[src/rtl/button_debouncer_pkg.sv]
// Shared types for the push-button conditioner: FSM state encoding and the
// helper that yields the idle (released) pin level for a given polarity.
package button_debouncer_pkg;

    typedef enum logic [1:0] {
        RELEASED     = 2'd0,
        PRESS_WAIT   = 2'd1,
        PRESSED      = 2'd2,
        RELEASE_WAIT = 2'd3
    } state_t;

    // Raw pin level while the button is not pressed.
    function automatic logic released_level(input int active_low);
        return (active_low != 0);
    endfunction

endpackage

[src/rtl/sync_2ff.sv]
// Generic two-flop synchroniser for a single asynchronous bit; the reset value
// lets the chain start at the input's idle level so no false edge is seen.
module sync_2ff #(
    parameter logic RESET_VALUE = 1'b0
) (
    input  logic clk,
    input  logic rst_n,
    input  logic d,
    output logic q
);

    logic [1:0] sync_reg;

    always_ff @(posedge clk or negedge rst_n) begin
        if (!rst_n) begin
            sync_reg <= {2{RESET_VALUE}};
        end else begin
            sync_reg <= {sync_reg[0], d};
        end
    end

    assign q = sync_reg[1];

endmodule

[src/rtl/button_debouncer.sv]
// Push-button conditioner: synchronise, debounce, emit level plus press/release/long pulses.
// Define BUTTON_DEBOUNCER_PRESS_COUNT_EN to add the 8-bit wrapping o_press_count output.
module button_debouncer
    import button_debouncer_pkg::*;
#(
    parameter int DEBOUNCE_CYCLES = 16,
    parameter int LONG_CYCLES     = 256,
    parameter int ACTIVE_LOW      = 1
) (
    input  logic       clk,
    input  logic       reset,
    input  logic       i_button_raw,
    output logic       o_level,
    output logic       o_press,
    output logic       o_release,
`ifdef BUTTON_DEBOUNCER_PRESS_COUNT_EN
    output logic       o_long,
    output logic [7:0] o_press_count
`else
    output logic       o_long
`endif
);

    localparam int              DW         = $clog2(DEBOUNCE_CYCLES) + 1;
    localparam int              HW         = $clog2(LONG_CYCLES) + 1;
    localparam logic [DW-1:0]   D_LAST     = DW'(DEBOUNCE_CYCLES - 1);
    localparam logic [HW-1:0]   H_LAST     = HW'(LONG_CYCLES - 1);
    localparam logic            REL_LEVEL  = released_level(ACTIVE_LOW);

    logic          sync_q;
    logic          btn;
    state_t        state_reg;
    logic [DW-1:0] dcnt_reg;
    logic [HW-1:0] hcnt_reg;
    logic [HW-1:0] hcnt_next;
    logic          long_done_reg;
    logic          long_hit;

    sync_2ff #(
        .RESET_VALUE (REL_LEVEL)
    ) u_sync (
        .clk   (clk),
        .rst_n (reset),
        .d     (i_button_raw),
        .q     (sync_q)
    );

    assign btn       = sync_q ^ REL_LEVEL;
    assign hcnt_next = (hcnt_reg == H_LAST) ? hcnt_reg : hcnt_reg + 1'b1;
    // Long fires on the edge the hold count reaches its last value, once per press.
    assign long_hit  = (hcnt_next == H_LAST) && !long_done_reg;

`ifdef BUTTON_DEBOUNCER_PRESS_COUNT_EN
    logic [7:0] press_count_reg;
    assign o_press_count = press_count_reg;
`endif

    always_ff @(posedge clk or negedge reset) begin
        if (!reset) begin
            state_reg     <= RELEASED;
            dcnt_reg      <= '0;
            hcnt_reg      <= '0;
            long_done_reg <= 1'b0;
            o_level       <= 1'b0;
            o_press       <= 1'b0;
            o_release     <= 1'b0;
            o_long        <= 1'b0;
`ifdef BUTTON_DEBOUNCER_PRESS_COUNT_EN
            press_count_reg <= '0;
`endif
        end else begin
            o_press   <= 1'b0;
            o_release <= 1'b0;
            o_long    <= 1'b0;
            case (state_reg)
                RELEASED: begin
                    if (btn) begin
                        state_reg <= PRESS_WAIT;
                        dcnt_reg  <= '0;
                    end
                end
                PRESS_WAIT: begin
                    if (!btn) begin
                        state_reg <= RELEASED;
                        dcnt_reg  <= '0;
                    end else if (dcnt_reg == D_LAST) begin
                        state_reg     <= PRESSED;
                        o_level       <= 1'b1;
                        o_press       <= 1'b1;
                        hcnt_reg      <= '0;
                        long_done_reg <= 1'b0;
`ifdef BUTTON_DEBOUNCER_PRESS_COUNT_EN
                        press_count_reg <= press_count_reg + 8'd1;
`endif
                    end else begin
                        dcnt_reg <= dcnt_reg + 1'b1;
                    end
                end
                PRESSED: begin
                    hcnt_reg <= hcnt_next;
                    if (long_hit) begin
                        o_long        <= 1'b1;
                        long_done_reg <= 1'b1;
                    end
                    if (!btn) begin
                        state_reg <= RELEASE_WAIT;
                        dcnt_reg  <= '0;
                    end
                end
                RELEASE_WAIT: begin
                    hcnt_reg <= hcnt_next;
                    if (!btn && dcnt_reg == D_LAST) begin
                        // Release wins: a long pulse never shares a cycle with o_release.
                        state_reg <= RELEASED;
                        o_level   <= 1'b0;
                        o_release <= 1'b1;
                    end else begin
                        if (long_hit) begin
                            o_long        <= 1'b1;
                            long_done_reg <= 1'b1;
                        end
                        if (btn) begin
                            state_reg <= PRESSED;
                        end else begin
                            dcnt_reg <= dcnt_reg + 1'b1;
                        end
                    end
                end
                default: begin
                    state_reg <= RELEASED;
                end
            endcase
        end
    end

endmodule
[config.mk]
export PLATFORM = sky130hd
export DESIGN_NAME = button_debouncer
export DESIGN_NICKNAME = d
export VERILOG_FILES = /design/src/rtl/button_debouncer_pkg.sv /design/src/rtl/sync_2ff.sv /design/src/rtl/button_debouncer.sv
export SDC_FILE = /design/constraint.sdc
export NUM_CORES = 1
export LEC_CHECK = 0
export CAP_MARGIN = 20
export CELL_PAD_IN_SITES_DETAIL_PLACEMENT = 0
export CELL_PAD_IN_SITES_GLOBAL_PLACEMENT = 1
export CORE_ASPECT_RATIO = 1.1
export CORE_MARGIN = 2
export CORE_UTILIZATION = 30
export CTS_CLUSTER_DIAMETER = 50
export DETAILED_ROUTE_END_ITERATION = 8
export PLACE_DENSITY_LB_ADDON = 0.1
export SYNTH_ARGS = -nofsm -noshare
export SYNTH_HDL_FRONTEND = slang
export SYNTH_SLANG_ARGS = --single-unit
[constraint.sdc]
create_clock -name clk -period 2.55 [get_ports clk]
set_input_delay 0.51 -clock clk [delete_from_list [all_inputs] [get_ports clk]]
set_output_delay 0.51 -clock clk [all_outputs]
set_load 0.05 [all_outputs]
Word-level counts from Yosys, hierarchy flattened
Index checks and enable logic that the tools add are counted.
{"block": "classes", "addsub": 2, "n_reduce_logical": 13, "n_eq_ne": 16, "mux": 35}
{"cell": "$mux 5", "count": 6}
{"cell": "$mux 9", "count": 3}
{"cell": "$pmux 5 s4", "count": 1}
{"cell": "$eq 9x8->1 const B", "count": 2}
{"cell": "$pmux 9 s2", "count": 1}
{"cell": "$mux 1", "count": 14}
{"cell": "$mux 2", "count": 6}
{"cell": "$reduce_and 4->1", "count": 3}
{"cell": "$ne 2x2->1 const B", "count": 5}
{"cell": "$add 9x1->9 const B", "count": 1}
{"cell": "$pmux 2 s4", "count": 1}
{"cell": "$ne 3x2->1 const B", "count": 2}
{"cell": "$add 5x1->5 const B", "count": 1}
{"cell": "$eq 5x4->1 const B", "count": 1}
{"cell": "$reduce_and 5->1", "count": 1}
{"cell": "$eq 2x2->1 const B", "count": 2}
{"cell": "$ne 2x1->1 const B", "count": 2}
{"cell": "$pmux 1 s2", "count": 2}
{"cell": "$reduce_bool 2->1", "count": 2}
{"cell": "$ne 3x3->1 const B", "count": 1}
{"cell": "$pmux 1 s3", "count": 1}
{"cell": "$reduce_and 3->1", "count": 1}
{"cell": "$reduce_bool 3->1", "count": 1}
{"cell": "$eq 2x1->1 const B", "count": 1}
{"cell": "other kinds (4)", "count": 5}
{"block": "totals", "regBits": 23, "word_cells": 75, "input_bits": 3}

Logic depth before layout (Yosys ltp)
{"block": "logic_depth", "word_depth": 7, "depth_mapped": 9, "depth_no_buf": 8}

Hierarchy
Synthesis repeated with hierarchy kept, for this count alone.
{"block": "hier_totals", "hier_cells": 152, "area_unflattened_um2": 1332.5}
{"mod": "button_debouncer", "cells_per_inst": 150, "area_each_um2": 1280.0, "seq_area_each_um2": 525.5, "instances": 1}
{"mod": "sync_2ff", "cells_per_inst": 2, "area_each_um2": 52.6, "seq_area_each_um2": 52.6, "instances": 1}

Least setup slack after synthesis
OpenSTA, ideal clock, no wires.
{"block": "synth_path", "path_type": "flip-flop to flip-flop", "start": "register dcnt_reg[0]", "end": "register hcnt_reg[0]", "arrival_ns": 1.941, "path_stages_with_launch": 9, "setup_ns": 0.125, "synth_period_minus_slack_ns": 2.066, "n_path_buf": 1, "setup_slack_ns": 0.484, "path_cell_list": "dfrtp_1 > ha_1 > and3_1 > ha_1 > clkbuf_1 > nor2b_1 > a21oi_1 > a21o_1 > mux2_2"}
{"block": "synth_via", "elab_chain_cells": 3}
{"item": "start, declared", "line": "button_debouncer.sv:33", "text": "logic [DW-1:0] dcnt_reg;"}
{"item": "start signal, assigned", "line": "button_debouncer.sv:96", "text": "dcnt_reg <= dcnt_reg + 1'b1;"}
{"item": "start signal, assigned", "line": "button_debouncer.sv:125", "text": "dcnt_reg <= dcnt_reg + 1'b1;"}
{"item": "$eq 5x4->1", "line": "button_debouncer.sv:86", "text": "end else if (dcnt_reg == D_LAST) begin"}
{"item": "$ne 2x2->1 (no line)"}
{"item": "$reduce_and 3->1 (no line)"}
{"item": "end signal, assigned", "line": "button_debouncer.sv:100", "text": "hcnt_reg <= hcnt_next;"}
{"item": "end signal, assigned", "line": "button_debouncer.sv:111", "text": "hcnt_reg <= hcnt_next;"}
{"item": "end, declared", "line": "button_debouncer.sv:34", "text": "logic [HW-1:0] hcnt_reg;"}
No other way between the ends.
A chain may end at the register's enable or synchronous reset.

Worst setup path in the final report
Ends and elaborated chain as after synthesis.

==> metrics.yaml <==
status: "complete, no violations"
netlist_top_cells_count: "dfrtp_1, nor2_1, a21oi_1"
min_from: "u_sync.sync_reg[0]$_DFF_PN1_"
grt_antenna_before_repair: 0
port_buffers: 6
hp-class: "reg -> reg"
synth_edf_count: 0
synth_cells: 152
cap_viol_max_count: 0
hpwl_mm: 2.28
grt-ovfl-total: 0
synth_most_common_cell: "dfrtp_1"
placed_area_sq_um: 1460
r2r-start: "dcnt_reg[0]$_DFFE_PN0P_"
min_period_over_period_pct: 88.4
grt_pass1_vias: 1163
topRoutingLayerUsed: "met4"
fin_area_sq_um: 1510
ys_top_cells_by_area: "dfrtp_1, a21oi_1, nor2_1, o21ai_0, dfstp_2"
ys_seq_area_share_pct: 43.2
clk_latency_ns: 0.26
drt-met1-wl_mm: 1.47
start_util_pct: 31.2
cts_tree: "built"
endpoint_kind: "register"
critPathKind: "reg -> reg"
layout.nets: 166
dieArea_sq_um: 5010
drt-total-wl_mm: 3.18
synth_largest_area_cell: "dfrtp_1"
cts_made_buffers: 3
drt-vias-per-instance: 5.39
async_reset_ff_share_pct: 100
pin_count: 7
p_leak_nw: 0.663
synth.cell_area_sq_um: 1340
dr_wl_met3_um: 47
vdd_drop_max_uv: 170
max-slew-margin-rel_pct: 66.7
avgRoutedWirePerCell_um: 14.9
gp_congestion: 0.785
finalPower_w: 0.000645
cts-root-buf: "clkbuf_8"
cts_resized: 0
finalMaxSlewViolations: 0
htreeDepth: 1
clock-sinks: 23
synth_cell_type_count: 43
area_growth_pct: 12.5
fp.dieH_um: 74.0
crit_start: "dcnt_reg[0]$_DFFE_PN0P_"
dr_wl_met2_mm: 1.62
synth_top_area_share_pct: 39.3
die_x_um: 67.7
worstPathArrival_ns: 2.40
utilization_pct: 35.1
cts_setup_buffers: 0
finalSetupTns_ns: 0
grt_pass1_wl_mm: 5.55
clk_pin_slew_ns: 0.09
clock_skew_ns: 0.00534
synthesis.nets: 158
period_minus_slack_ns: 2.25
cts_buffer_depth: 2
first_iter_violations: 37
yosys_warnings: 0
hold_buffers: 0
antenna_left: 0
insertedDiodeCount: 0
grt_max_degree: 24
worst_pin_slew_ns: 0.498
grtUsageTotal_pct: 14.5
via_count: 1149
synth_ff_type: "dfrtp_1"
final-hold-violation-count: 0
coreArea_sq_um: 4290
remaining_drc_errors: 0
rsz0062_at_grt: "no"
clock.fmax_ghz: 0.444
setup_viol: 0
p_per_area_nw_per_um2: 429
synth_seq_cells: 23
largest_reg_flops: 9
worstPathRequired_ns: 2.70
rows: 25
critPathLaunchType: "register"
synth.avg_cell_area_sq_um: 8.80
drt-pass1-iter-count: 4
final_layout_size_suffix_gt1_share_pct: 11.3
cp_max_fo: 9
-- worst max-delay path: stages (launching register included) --
cell and delay (ns):
dfrtp_1 0.48, ha_1 0.20, and3_1 0.16, ha_1 0.28
nor2b_1 0.33, a21oi_1 0.21, a21o_1 0.21, mux2_2 0.25
-- stage by stage --
stage          instances  hold slack (ns)  setup WS (ns)
2_1_floorplan        152            0.214          0.484
3_3_place_gp         209            0.346          0.365
3_5_place_dp         209            0.347          0.307
4_1_cts              213            0.360          0.280
5_1_grt              213            0.372          0.147
6_report             213            0.358          0.296
-- logic make-up after synthesis --
family | share of synthesized area, %
AND/OR/NAND/NOR | 26.0
AO/OA/AOI/OAI | 21.1
flip-flops | 43.2
adder cells (fa/ha/maj) | 2.81
multiplexers | 1.59
buffers and inverters | 5.24
-- path summary, 6_finish.rpt --
check / end / slack, ns / cells after the start
max in group asynchronous: u_sync.sync_reg[1]$_DFF_PN1_ / 1.66 / 2
min: u_sync.sync_reg[1]$_DFF_PN1_ / 0.36 / 0
min reg2reg: u_sync.sync_reg[1]$_DFF_PN1_ / 0.36 / 0
max reg2reg: hcnt_reg[0]$_DFFE_PN0P_ / 0.30 / 7
min in group asynchronous: dcnt_reg[2]$_DFFE_PN0P_ / 0.60 / 2
max: hcnt_reg[0]$_DFFE_PN0P_ / 0.30 / 7
-- layout by cell type (no fill, tap or decap), types with 2 or more instances in the layout --
cell and instances:
a21oi_1 17, a221o_1 4, a22oi_1 2, buf_4 4
clkbuf_8 3, clkdlybuf4s50_1 6, dfrtp_1 21, dfstp_2 2
ha_1 3, inv_1 8, nand2_1 11, nand2b_1 2
nand3_1 5, nor2_1 18, nor2b_1 2, nor3_1 6
nor3b_1 2, o21ai_0 11, o21ai_1 3, o221ai_1 2
o22ai_1 2, or4_1 2
-- power breakdown --
part	total (W)	internal (W)	leakage, nW	switching [W]
logic	0.0000348	0.0000142	0.327	0.0000206
clock network	0.000227	0.000109	0.0255	0.000118
registers	0.000383	0.000371	0.311	0.0000117
total	0.000645	0.000495	0.663	0.000151
-- area by class of cell --
class                      instances  area (sq um)
clock inverter                     1          5.00
sequential                        23           578
fill                             453          2780
inverter                           9          33.8
multi-input combinational        113           689
timing repair buffer              10          90.1
clock buffer                       3          41.3
tap                               54          67.6
-- metal layers --
layer  up-vias  track usage (%)
met5         -                0
met4         0             4.99
met3         4             2.42
met2         7             24.9
met1       572             18.4
li1        566                -
Note: power is estimated with default switching activity, not from simulation.
